--- src/rtl/hash_msg_feeder_if.sv ---
// Byte-stream handshake into hash_msg_feeder: one message byte per transfer,
// with in_last qualifying the final byte of a message.
// Ports: in_valid/in_data/in_last driven by the source, in_ready by the sink.
// master = upstream byte source, slave = hash_msg_feeder.
interface hash_msg_feeder_if;
  logic       in_valid;
  logic       in_ready;
  logic [7:0] in_data;
  logic       in_last;

  modport master (
    output in_valid,
    output in_data,
    output in_last,
    input  in_ready
  );

  modport slave (
    input  in_valid,
    input  in_data,
    input  in_last,
    output in_ready
  );
endinterface

--- src/rtl/hash_msg_feeder.sv ---
// Packs a byte stream into 4-byte blocks, pads, optionally appends a length block,
// and sequences hash_function one block at a time with Merkle-Damgard chaining.
// Latency: 4th byte -> core_start next cycle; core_done -> next block/digest one cycle later.
// Backpressure: in_ready low outside COLLECT; digest_valid is a pulse with no backpressure.
//
// Ports:
//   clk, rst_n     : single clock, asynchronous active-low reset
//   msg (slave)    : in_valid/in_ready/in_data/in_last byte stream
//   core_start     : one-cycle start to the core
//   core_m[0:3]    : block bytes, core_m[0] earliest
//   core_iv[0:3]   : chaining value (always equals the chain register)
//   core_d[0:3]    : core digest, core_done : core completion (level or pulse)
//   digest_valid   : one-cycle pulse, digest[0:3] held until the next pulse
// Build option: define HASH_LEN_BLOCK_EN to append a 32-bit big-endian byte-count block.
module hash_msg_feeder #(
  parameter logic [31:0] IV_INIT = 32'h34550F14
) (
  input  logic                clk,
  input  logic                rst_n,
  hash_msg_feeder_if.slave    msg,
  output logic                core_start,
  output logic [7:0]          core_m [4],
  output logic [7:0]          core_iv [4],
  input  logic [7:0]          core_d [4],
  input  logic                core_done,
  output logic                digest_valid,
  output logic [7:0]          digest [4]
);

  // IV byte 0 is the most significant byte of IV_INIT.
  localparam logic [7:0] IV_B [4] = '{IV_INIT[31:24], IV_INIT[23:16],
                                      IV_INIT[15:8],  IV_INIT[7:0]};

  typedef enum logic [2:0] {
    S_COLLECT,
    S_PAD,
    S_START,
    S_WAIT,
`ifdef HASH_LEN_BLOCK_EN
    S_LEN,
`endif
    S_OUT
  } state_t;

  state_t      state;
  logic [1:0]  idx;
  logic [31:0] byte_cnt;
  logic        last_seen;   // final byte landed in byte 3; padding needs its own block
  logic        pad_done;    // the padded block has been (or is being) hashed
`ifdef HASH_LEN_BLOCK_EN
  logic        len_done;    // the length block has been (or is being) hashed
`endif
  logic [7:0]  chain [4];

  assign core_iv = chain;

  // All outputs are registered: each transition sets the output values that
  // belong to the state being entered, so in_ready/core_start/digest_valid
  // line up exactly with COLLECT/START/OUT.
  always_ff @(posedge clk or negedge rst_n) begin
    if (!rst_n) begin
      state        <= S_COLLECT;
      idx          <= 2'd0;
      byte_cnt     <= 32'd0;
      last_seen    <= 1'b0;
      pad_done     <= 1'b0;
`ifdef HASH_LEN_BLOCK_EN
      len_done     <= 1'b0;
`endif
      msg.in_ready <= 1'b1;
      core_start   <= 1'b0;
      digest_valid <= 1'b0;
      for (int i = 0; i < 4; i++) begin
        core_m[i] <= 8'h00;
        chain[i]  <= IV_B[i];
        digest[i] <= 8'h00;
      end
    end else begin
      core_start   <= 1'b0;
      digest_valid <= 1'b0;

      case (state)
        S_COLLECT: begin
          if (msg.in_valid && msg.in_ready) begin
            core_m[idx] <= msg.in_data;
            idx         <= idx + 2'd1;
            byte_cnt    <= byte_cnt + 32'd1;
            if (idx == 2'd3) begin
              // Block full: hash it now; if this was also the last byte,
              // the 0x80 marker goes into a fresh block afterwards.
              last_seen    <= msg.in_last;
              state        <= S_START;
              core_start   <= 1'b1;
              msg.in_ready <= 1'b0;
            end else if (msg.in_last) begin
              state        <= S_PAD;
              msg.in_ready <= 1'b0;
            end
          end
        end

        S_PAD: begin
          // idx already points one past the last message byte (0 for an
          // aligned message arriving from WAIT).
          for (int i = 0; i < 4; i++) begin
            if (2'(i) == idx) begin
              core_m[i] <= 8'h80;
            end else if (2'(i) > idx) begin
              core_m[i] <= 8'h00;
            end
          end
          pad_done   <= 1'b1;
          state      <= S_START;
          core_start <= 1'b1;
        end

        S_START: begin
          state <= S_WAIT;
        end

        S_WAIT: begin
          // core_m/chain are untouched until here, so the core sees stable
          // inputs for the whole hash.
          if (core_done) begin
            chain <= core_d;
            idx   <= 2'd0;
            if (pad_done) begin
`ifdef HASH_LEN_BLOCK_EN
              if (!len_done) begin
                state <= S_LEN;
              end else begin
                state        <= S_OUT;
                digest_valid <= 1'b1;
                digest       <= core_d;
              end
`else
              state        <= S_OUT;
              digest_valid <= 1'b1;
              digest       <= core_d;
`endif
            end else if (last_seen) begin
              state <= S_PAD;
            end else begin
              state        <= S_COLLECT;
              msg.in_ready <= 1'b1;
            end
          end
        end

`ifdef HASH_LEN_BLOCK_EN
        S_LEN: begin
          core_m[0]  <= byte_cnt[31:24];
          core_m[1]  <= byte_cnt[23:16];
          core_m[2]  <= byte_cnt[15:8];
          core_m[3]  <= byte_cnt[7:0];
          len_done   <= 1'b1;
          state      <= S_START;
          core_start <= 1'b1;
        end
`endif

        S_OUT: begin
          // Digest was captured on entry; re-arm for a fresh message.
          for (int i = 0; i < 4; i++) begin
            chain[i] <= IV_B[i];
          end
          byte_cnt     <= 32'd0;
          last_seen    <= 1'b0;
          pad_done     <= 1'b0;
`ifdef HASH_LEN_BLOCK_EN
          len_done     <= 1'b0;
`endif
          state        <= S_COLLECT;
          msg.in_ready <= 1'b1;
        end

        default: begin
          state        <= S_COLLECT;
          msg.in_ready <= 1'b1;
        end
      endcase
    end
  end

endmodule

--- src/flat_wrapper.sv ---
// flat-port wrapper written by rule: the top's interface ports become plain ports
module hash_msg_feeder_flat 
#(
  parameter logic [31:0] IV_INIT = 32'h34550F14
)
  (clk, rst_n, core_start, core_m, core_iv, core_d, core_done, digest_valid, digest, msg_in_valid, msg_in_data, msg_in_last, msg_in_ready);
  hash_msg_feeder_if msg_i ();
  input  logic clk;
  input  logic rst_n;
  output logic core_start;
  output logic [7:0] core_m[4];
  output logic [7:0] core_iv[4];
  input  logic [7:0] core_d[4];
  input  logic core_done;
  output logic digest_valid;
  output logic [7:0] digest[4];
  input wire logic [$bits(msg_i.in_valid)-1:0] msg_in_valid;
  input wire logic [$bits(msg_i.in_data)-1:0] msg_in_data;
  input wire logic [$bits(msg_i.in_last)-1:0] msg_in_last;
  output wire logic [$bits(msg_i.in_ready)-1:0] msg_in_ready;
  assign msg_i.in_valid = msg_in_valid;
  assign msg_i.in_data = msg_in_data;
  assign msg_i.in_last = msg_in_last;
  assign msg_in_ready = msg_i.in_ready;
  hash_msg_feeder #(.IV_INIT(IV_INIT)) u_core (.clk(clk), .rst_n(rst_n), .msg(msg_i), .core_start(core_start), .core_m(core_m), .core_iv(core_iv), .core_d(core_d), .core_done(core_done), .digest_valid(digest_valid), .digest(digest));
endmodule
--- config.mk ---
export PLATFORM = sky130hd
export DESIGN_NAME = hash_msg_feeder_flat
export DESIGN_NICKNAME = d
export VERILOG_FILES = /design/src/rtl/hash_msg_feeder_if.sv /design/src/rtl/hash_msg_feeder.sv /design/src/flat_wrapper.sv
export SDC_FILE = /design/constraint.sdc
export NUM_CORES = 1
export LEC_CHECK = 0
export CAP_MARGIN = 20
export CORE_ASPECT_RATIO = 0.7
export CORE_MARGIN = 5
export CORE_UTILIZATION = 25
export CTS_CLUSTER_DIAMETER = 30
export DETAILED_ROUTE_END_ITERATION = 8
export GPL_ROUTABILITY_DRIVEN = 0
export HOLD_SLACK_MARGIN = 0.08
export PLACE_DENSITY_LB_ADDON = 0.2
export SYNTH_ARGS = -nofsm -noshare
export SYNTH_HDL_FRONTEND = slang
export SYNTH_SLANG_ARGS = --single-unit
--- constraint.sdc ---
create_clock -name clk -period 3.8 [get_ports clk]
set_input_delay 0.76 -clock clk [delete_from_list [all_inputs] [get_ports clk]]
set_output_delay 0.76 -clock clk [all_outputs]
set_load 0.02 [all_outputs]
# --- Yosys cells after proc, flatten, opt, wreduce, memory -nomap -nowiden ---
# Cells that the tools add are included.
totals:
  out_inout_bits: 99
  latch_bits: 0
  inputBits: 45
  mem_bits_rw: 0
  regBits: 106
  memories: 0
  mem_bits_ro: 0
classes:
  n_div: 0
  n_shift: 0
  mux: 42
  order_cmp: 6
  bitwise: 2
  n_mul: 0
  reduce_logical: 20
  n_eq_ne: 18
  addsub: 1
op_table:
  columns: ["op", "count"]
  rows:
  - ["32-bit one-hot mux with 2 select lines", 2]
  - ["8-bit two-way mux", 9]
  - ["32-bit two-way mux", 2]
  - ["32-bit bitwise mux", 1]
  - ["3-bit AND reduction", 8]
  - ["8-bit demux with 2-bit select", 1]
  - ["3-bit two-way mux", 5]
  - ["1-bit two-way mux", 14]
  - ["3-bit by 1-bit != test with 1-bit output (second input constant)", 4]
  - ["3-bit one-hot mux with 4 select lines", 1]
  - ["2-bit nonzero test", 5]
  - ["3-bit by 2-bit equality test with 1-bit output (second input constant)", 2]
  - ["2-bit != test (second input constant)", 3]
  - ["1-bit one-hot mux with 2 select lines", 3]
  - ["6-bit AND reduction", 1]
  - ["2-bit equality test (first input constant)", 2]
  - ["1-bit by 2-bit > comparator with 1-bit output (first input constant)", 2]
  - ["2-bit > comparator (first input constant)", 2]
  - ["2-bit two-way mux", 2]
  - ["2-bit by 1-bit != test with 1-bit output (second input constant)", 2]
  - ["2-bit one-hot mux with 2 select lines", 1]
  - ["3-bit by 1-bit equality test with 1-bit output (second input constant)", 1]
  - ["3-bit equality test (second input constant)", 1]
  - ["3-bit >= comparator (second input constant)", 1]
  - ["13 further kinds", 14]

# --- Depth between registers and ports, before layout ---
# Gate-level depths: netlist (run 1).
logic_depth:
  word_depth: 8
  ltp_mapped: 6
  depth_no_buf: 5

# --- Worst setup path after synthesis (run 1) ---
# Ideal clock, no wire load.
synth_path:
  kind: "input to register"
  startpoint: "input port core_done"
  endpoint: "register u_core.digest[0] (netlist bit)"
  slack_ns: 2.048
  n_path_buf: 2
  arrival_time_ns: 1.627
  path_stages: 5
  setup_time_ns: 0.125
  t_required_ns: 3.675
  path_cell_list: "and4b_1 buf_2 nand2_4 buf_6 mux2_2"
synth_via:
  elab_chain_cells: 1
synth_lines:
  columns: ["item", "line", "rtl"]
  rows:
  - ["from (decl)", "flat_wrapper.sv:14", "input logic core_done;"]
  - ["3-bit AND reduction (no line)", null, null]
  - ["to (signal assigned)", "hash_msg_feeder.sv:139", "digest <= core_d;"]
  - ["to (decl)", "hash_msg_feeder.sv:27", "output logic [7:0] digest [4]"]
# Every way passes these cells.
# A chain may end at the register's enable or synchronous reset.

# --- Final worst setup path (run 1) ---
layout_path:
  startpoint: "register u_core.state[1]"
  endpoint: "register u_core.core_m[31] (netlist bit)"
layout_via:
  elab_chain_cells: 3
  word_cells_on_any_way: 7
  classes_between: "3 x eq/ne; 1 x mux; 3 x reduce/logical"
layout_lines:
  columns: ["item", "line", "rtl"]
  rows:
  - ["from (decl)", "hash_msg_feeder.sv:45", "state_t state;"]
  - ["from (signal assigned)", "hash_msg_feeder.sv:62", "state <= S_COLLECT;"]
  - ["from (signal assigned)", "hash_msg_feeder.sv:92", "state <= S_START;"]
  - ["from (signal assigned)", "hash_msg_feeder.sv:96", "state <= S_PAD;"]
  - ["3-bit by 1-bit equality test with 1-bit output or 3-bit zero test (tied branches)", "hash_msg_feeder.sv:82", "case (state)"]
  - ["3-bit by 1-bit != test with 1-bit output (no line) (tied with other cells)", null, null]
  - ["3-bit AND reduction (no line)", null, null]
  - ["to (signal, indexed assignment)", "hash_msg_feeder.sv:85", "core_m[idx] <= msg.in_data;"]
  - ["to (decl)", "hash_msg_feeder.sv:22", "output logic [7:0] core_m [4],"]
# Several ways; a longest one is shown, not always the timed one.

==> out/metrics.yaml, run 1 <==
cts_setup_buffers: 0
synth.distinct_cells: 43
slew_violations: 0
timing.fmax_mhz: 412
diodes: 0
critical_path_class: "reg2reg"
worstPathArrival_ps: 2660
clk_latency_ps: 340
cts_resized: 0
synthCells: 338
initial_core_util: 0.254
crit_required_ps: 4030
period_share: 0.639
relSlewSlack: 0.299
start_kind: "flop"
final_nets: 521
avgSynthCellArea_um2: 12.9
tns_ps: 0
rows: 40
drive_gt1_frac: 0.140
mappedNetlistNets: 387
worstMarginPinSlew_ps: 1050
ys_top_cells_by_count: "dfrtp_1 (92), nand2_1 (33), mux2_2 (29)"
cts_tree: "yes"
viasPerCell: 4.47
die_h_um: 120
end_kind: "flop"
yosys_warnings: 0
cts_buffer_depth: 2
worst_hold_path_type: "in2async"
ctsHoldBuffers: 0
status: "finished, final reports clean"
synth_top_flop_cell: "dfrtp_1"
num_vias: 3165
post-dp-hpwl_um: 8730
drt_first_pass_iters: 4
async_flop_share: 1.00
cap_violations: 0
synth_top_area_cell: "dfrtp_1"
ys_ff_latch: 106
antenna_found_initial: 0
htree_levels: 3
ant_nets: 0
synthTopCellsByArea: "dfrtp_1 (53%), dfstp_2 (8.5%), mux2_2 (7.5%), a22o_1 (5.0%), nand2_1 (2.9%)"
leakage_nw: 2.86
area_growth_pct: 45.0
cts_buffers: 9
grt_pass1_vias: 3434
port_buffers: 143
core_um2: 17100
drt_iter0_drc: 172
cts_root_buffer: "clkbuf_16"
yosysSeqAreaShare: 0.615
die_w_um: 168
boundaryPins: 144
fin_crit_ps: 2430
dp_cells: 692
avgRoutedWirePerCell_um: 17.2
synth_top_area_frac: 0.530
fp.dieArea_um2: 20200
syn_area_um2: 4340
rsz0062_at_grt: "no"
grt.total_usage: 0.124
drc_errors: 0
cp_max_fo: 16
yosysMostFrequentCell: "dfrtp_1"
hold_viol: 0
fin_skew_ps: 9.33
synth_edf_count: 0
p_per_area_nw_per_um2: 355
fin_cells: 708
clkTransAtPathRegs_ps: 70
grt_max_degree: 61
wl_um: 12200
setup_viol: 0
grt_pass1_wl_um: 19700
clock_sinks: 106
vdd_drop_max_v: 0.000252
grt-ovfl-total: 0
where the power goes:
group / switching (mW) / internal [mW] / leakage, nW
Sequential: 0 / 1.13 / 1.34
Combinational: 0.0425 / 0.0440 / 1.37
Clock: 0.408 / 0.614 / 0.163
Total: 0.450 / 1.79 / 2.86
cell usage in the layout (no fill, tap or decap), types with 4 or more instances in the layout:
cell and count:
clkbuf_16 9, a21oi_1 10, nand2_1 33, o311ai_0 8, dfstp_2 14, inv_1 21, clkdlybuf4s50_1 142, nor2_1 7
mux2i_1 8, a22o_1 25, mux2_2 29, mux2_1 5, dfrtp_1 92, o21ai_0 4, nand4b_1 9, ha_1 4
o22a_1 13
final cells by class:
type,instances,area (um2)
clock buffers,12,256
flip-flops and latches,106,2670
multi-input cells,188,1470
inverters,21,78.8
clock inverters,4,73.8
repair buffers,146,1460
well taps,231,289
fillers,1663,10800
registers in the layout, indices dropped and copies added, names as in the netlist:
register / cells
u_core.digest: 32
u_core.digest_valid: 1
u_core.pad_done: 1
u_core.idx: 2
u_core.last_seen: 1
u_core.core_iv: 32
u_core.msg.in_ready: 1
u_core.state: 3
u_core.core_start: 1
u_core.core_m: 32
critical path, stage by stage (launching register included):
cell     delay (ps)
dfrtp_1         540
nor2_1          870
nand3_2         500
mux2_2          400
cells by family (layout without fill, tap and decap cells):
| kind of cell | after synthesis | count (layout) | share of synthesized area |
|---|---|---|---|
| fa+ha+maj | 4 | 4 | 0.0115 |
| compound gates | 73 | 73 | 0.131 |
| mux | 42 | 42 | 0.107 |
| buf+inv | 44 | 183 | 0.0493 |
| simple gates | 69 | 69 | 0.0873 |
| flops | 106 | 106 | 0.615 |
layer usage:
layer,global-route usage,vias up,part of all wire
li1,-,1479,-
met1,0.172,1569,0.48
met2,0.170,107,0.41
met3,0.0644,10,0.10
met4,0.0319,0,0.0098
met5,0,-,0
worst paths after layout:
kind | start | to | slack, ps | cells past startpoint
setup / recovery | u_core.state[1] | u_core.core_m[31] | 1370 | 3
hold / removal | rst_n | u_core.core_m[21] | 500 | 1
setup reg to reg | u_core.state[1] | u_core.core_m[31] | 1370 | 3
hold reg to reg | u_core.digest[26] | u_core.digest[26] | 500 | 1
max in group asynchronous | rst_n | u_core.core_iv[28] | 2490 | 2
min in group clk | u_core.digest[26] | u_core.digest[26] | 500 | 1
metrics by stage:
step / worst slack, ps / area [um2] / hold WS, ps / util / power, mW
after floorplan: 2050 / 4340 / 464 / - / 1.15
after global placement: 1140 / 5970 / 474 / 0.349 / 1.24
after detailed placement: 1070 / 5970 / 482 / 0.349 / 1.24
after CTS: 1350 / 6300 / 505 / 0.368 / 2.28
after global routing: 1170 / 6300 / 518 / 0.368 / 2.33
final: 1370 / 6300 / 500 / 0.368 / 2.24
No activity file was read; power rests on OpenSTA's default activity.
==> inputs of run 2 (changes only) <==
Clock period 3.8 ns to 2.3 ns, I/O delays scaled along.
==> run 2 against run 1 <==
  * Setup slack worse by 1100 ps
  * Largest power group unchanged
  * Register-to-register slack worse by 1000 ps
  * Total power up 61%
  * Global-route usage down 0.068 points
  * Combinational power up 71%
  * Core utilization up 0.66 points
  * Cell count up 2.0%
  * Sequential power up 65%
  * Wire length down 0.19%
==> out/metrics.yaml, run 2 (same netlist as run 1, synthesis figures left out) <==
worstMarginPinSlew_ps: 841  # -206 ps
ant_nets: 0  # unchanged
hold_path_depth: 1
status: "finished, final reports clean"
final_nets: 535  # +2.7%
swShare: 0.218  # +0.0169
critical_path_class: "in2reg"
p_per_area_nw_per_um2: 564  # +59%
rows: 40  # unchanged
antenna_found_initial: 0  # unchanged
setup_viol: 0  # unchanged
cts_buffer_depth: 2  # unchanged
switchingPower_mw: 0.788  # +75%
grt_pass1_vias: 3492  # +1.7%
area_growth_pct: 47.6
worstPathArrival_ps: 2320  # -340 ps
power.share.combinational: 0.041  # +0.002
cts_buffers: 9  # unchanged
avgRoutedWirePerCell_um: 16.8  # -2.1%
drc_errors: 0  # unchanged
clk_latency_ps: 350  # about the same
die_h_um: 120  # unchanged
crit_required_ps: 2590  # -1440 ps
leakage_nw: 2.92  # +2.1%
cap_violations: 0  # unchanged
clock_sinks: 106  # unchanged
layout_commonest_cell: "clkdlybuf4s50_1"
grt-ovfl-total: 0  # unchanged
relSlewSlack: 0.436  # +0.137
cts_setup_buffers: 0  # unchanged
boundaryPins: 144  # unchanged
cts_resized: 0  # unchanged
grt_pass1_wl_um: 19900  # +0.88%
final_cell_mix: "clkdlybuf4s50_1 (142), dfrtp_1 (92), nand2_1 (33), mux2_2 (29), a22o_1 (25)"
htree_levels: 3  # unchanged
wl_um: 12200  # -0.19%
diodes: 0  # unchanged
fin_skew_ps: 12.1  # +2.79 ps
r2r_cells: 4  # +1
fin_crit_ps: 2030
intPower_mw: 2.82  # +58%
num_vias: 3253  # +2.8%
worst_hold_path_type: "reg2reg"
drt_first_pass_iters: 4  # unchanged
fp.dieArea_um2: 20200  # unchanged
die_w_um: 168  # unchanged
p_clk_frac: 0.443  # -0.014
cts_tree: "yes"
rrSetupSlack_ps: 320  # -1050 ps
core_um2: 17100  # unchanged
drive_gt1_frac: 0.165  # +0.0245
clkTransAtPathRegs_ps: 80  # about the same
start_kind: "primary input"
ctsHoldBuffers: 1  # +1
vdd_drop_max_v: 0.000292  # +16%
seq_power_share: 0.516  # +0.012
cts_root_buffer: "clkbuf_16"
grt.total_usage: 0.124  # -0.000684
port_buffers: 143  # unchanged
end_kind: "flop"
viasPerCell: 4.51  # +0.79%
grt_max_degree: 49  # -20%
dp_cells: 705  # +1.9%
period_share: 0.882
rsz0062_at_grt: "no"
fin_cells: 722  # +2.0%
timing.fmax_mhz: 493
initial_core_util: 0.254  # unchanged
slew_violations: 0  # unchanged
hold_viol: 0  # unchanged
post-dp-hpwl_um: 8960  # +2.7%
drt_iter0_drc: 184  # +7.0%
cp_max_fo: 13  # -3
finalPower_mw: 3.61  # +61%
==> run 2: cell types whose count changed in the layout (fill, tap and decap cells not counted) <==
cell / change
clkbuf_8: -1
clkinvlp_4: +2
buf_12: +2
clkinv_2: -1
clkbuf_1: -1
dlygate4sd3_1: +1
buf_4: +11
bufinv_16: -1
inv_6: +2
==> run 2: worst max-delay path, stage by stage <==
cell             delay [ps]
clkdlybuf4s50_1         570
and4b_1                 390
buf_4                   230
or2_1                   430
o22a_1                  230
==> run 2: layout make-up <==
class | instances | area (um2)
well taps | 231 | 289
flip-flops and latches | 106 | 2670
inverters | 21 | 78.8
clock buffers | 10 | 239
multi-input cells | 188 | 1470
repair buffers | 160 | 1600
fillers | 1674 | 10700
clock inverters | 6 | 71.3
==> run 2: worst paths after layout <==
kind | start | to
worst max-delay path | core_done | u_core.core_iv[4]
worst min-delay path | u_core.digest[22] | u_core.digest[22]
worst max register to register | u_core.state[0] | u_core.core_iv[4]
worst min register to register | u_core.digest[22] | u_core.digest[22]
max in group asynchronous | rst_n | u_core.core_iv[20]
min in group asynchronous | rst_n | u_core.core_m[12]
==> run 2: power by group through the flow <==
stage,clock [mW],sequential [mW],combinational [mW]
2_1_floorplan,0,1.90,0.00607
3_3_place_gp,0,1.90,0.149
3_5_place_dp,0,1.90,0.151
4_1_cts,1.68,1.86,0.153
5_1_grt,1.76,1.86,0.164
6_report,1.60,1.86,0.148
==> run 2: per-layer routing <==
metal / global-route usage / up-vias / part of all wire
li1: - / 1503 / -
met1: 0.166 / 1626 / 0.47
met2: 0.175 / 114 / 0.42
met3: 0.0654 / 10 / 0.10
met4: 0.0304 / 0 / 0.0091
met5: 0 / - / 0
==> run 2: metrics by stage <==
step	hold slack (ps)	instance area, um2	utilization	setup WS (ps)	TNS, ps
final	499	6410	0.374	271	0
after global routing	515	6410	0.374	137	0
after CTS	505	6410	0.374	253	0
after detailed placement	454	6090	0.356	-124	-1460
after global placement	451	6090	0.356	49.0	0
after floorplan	164	4340	-	810	0
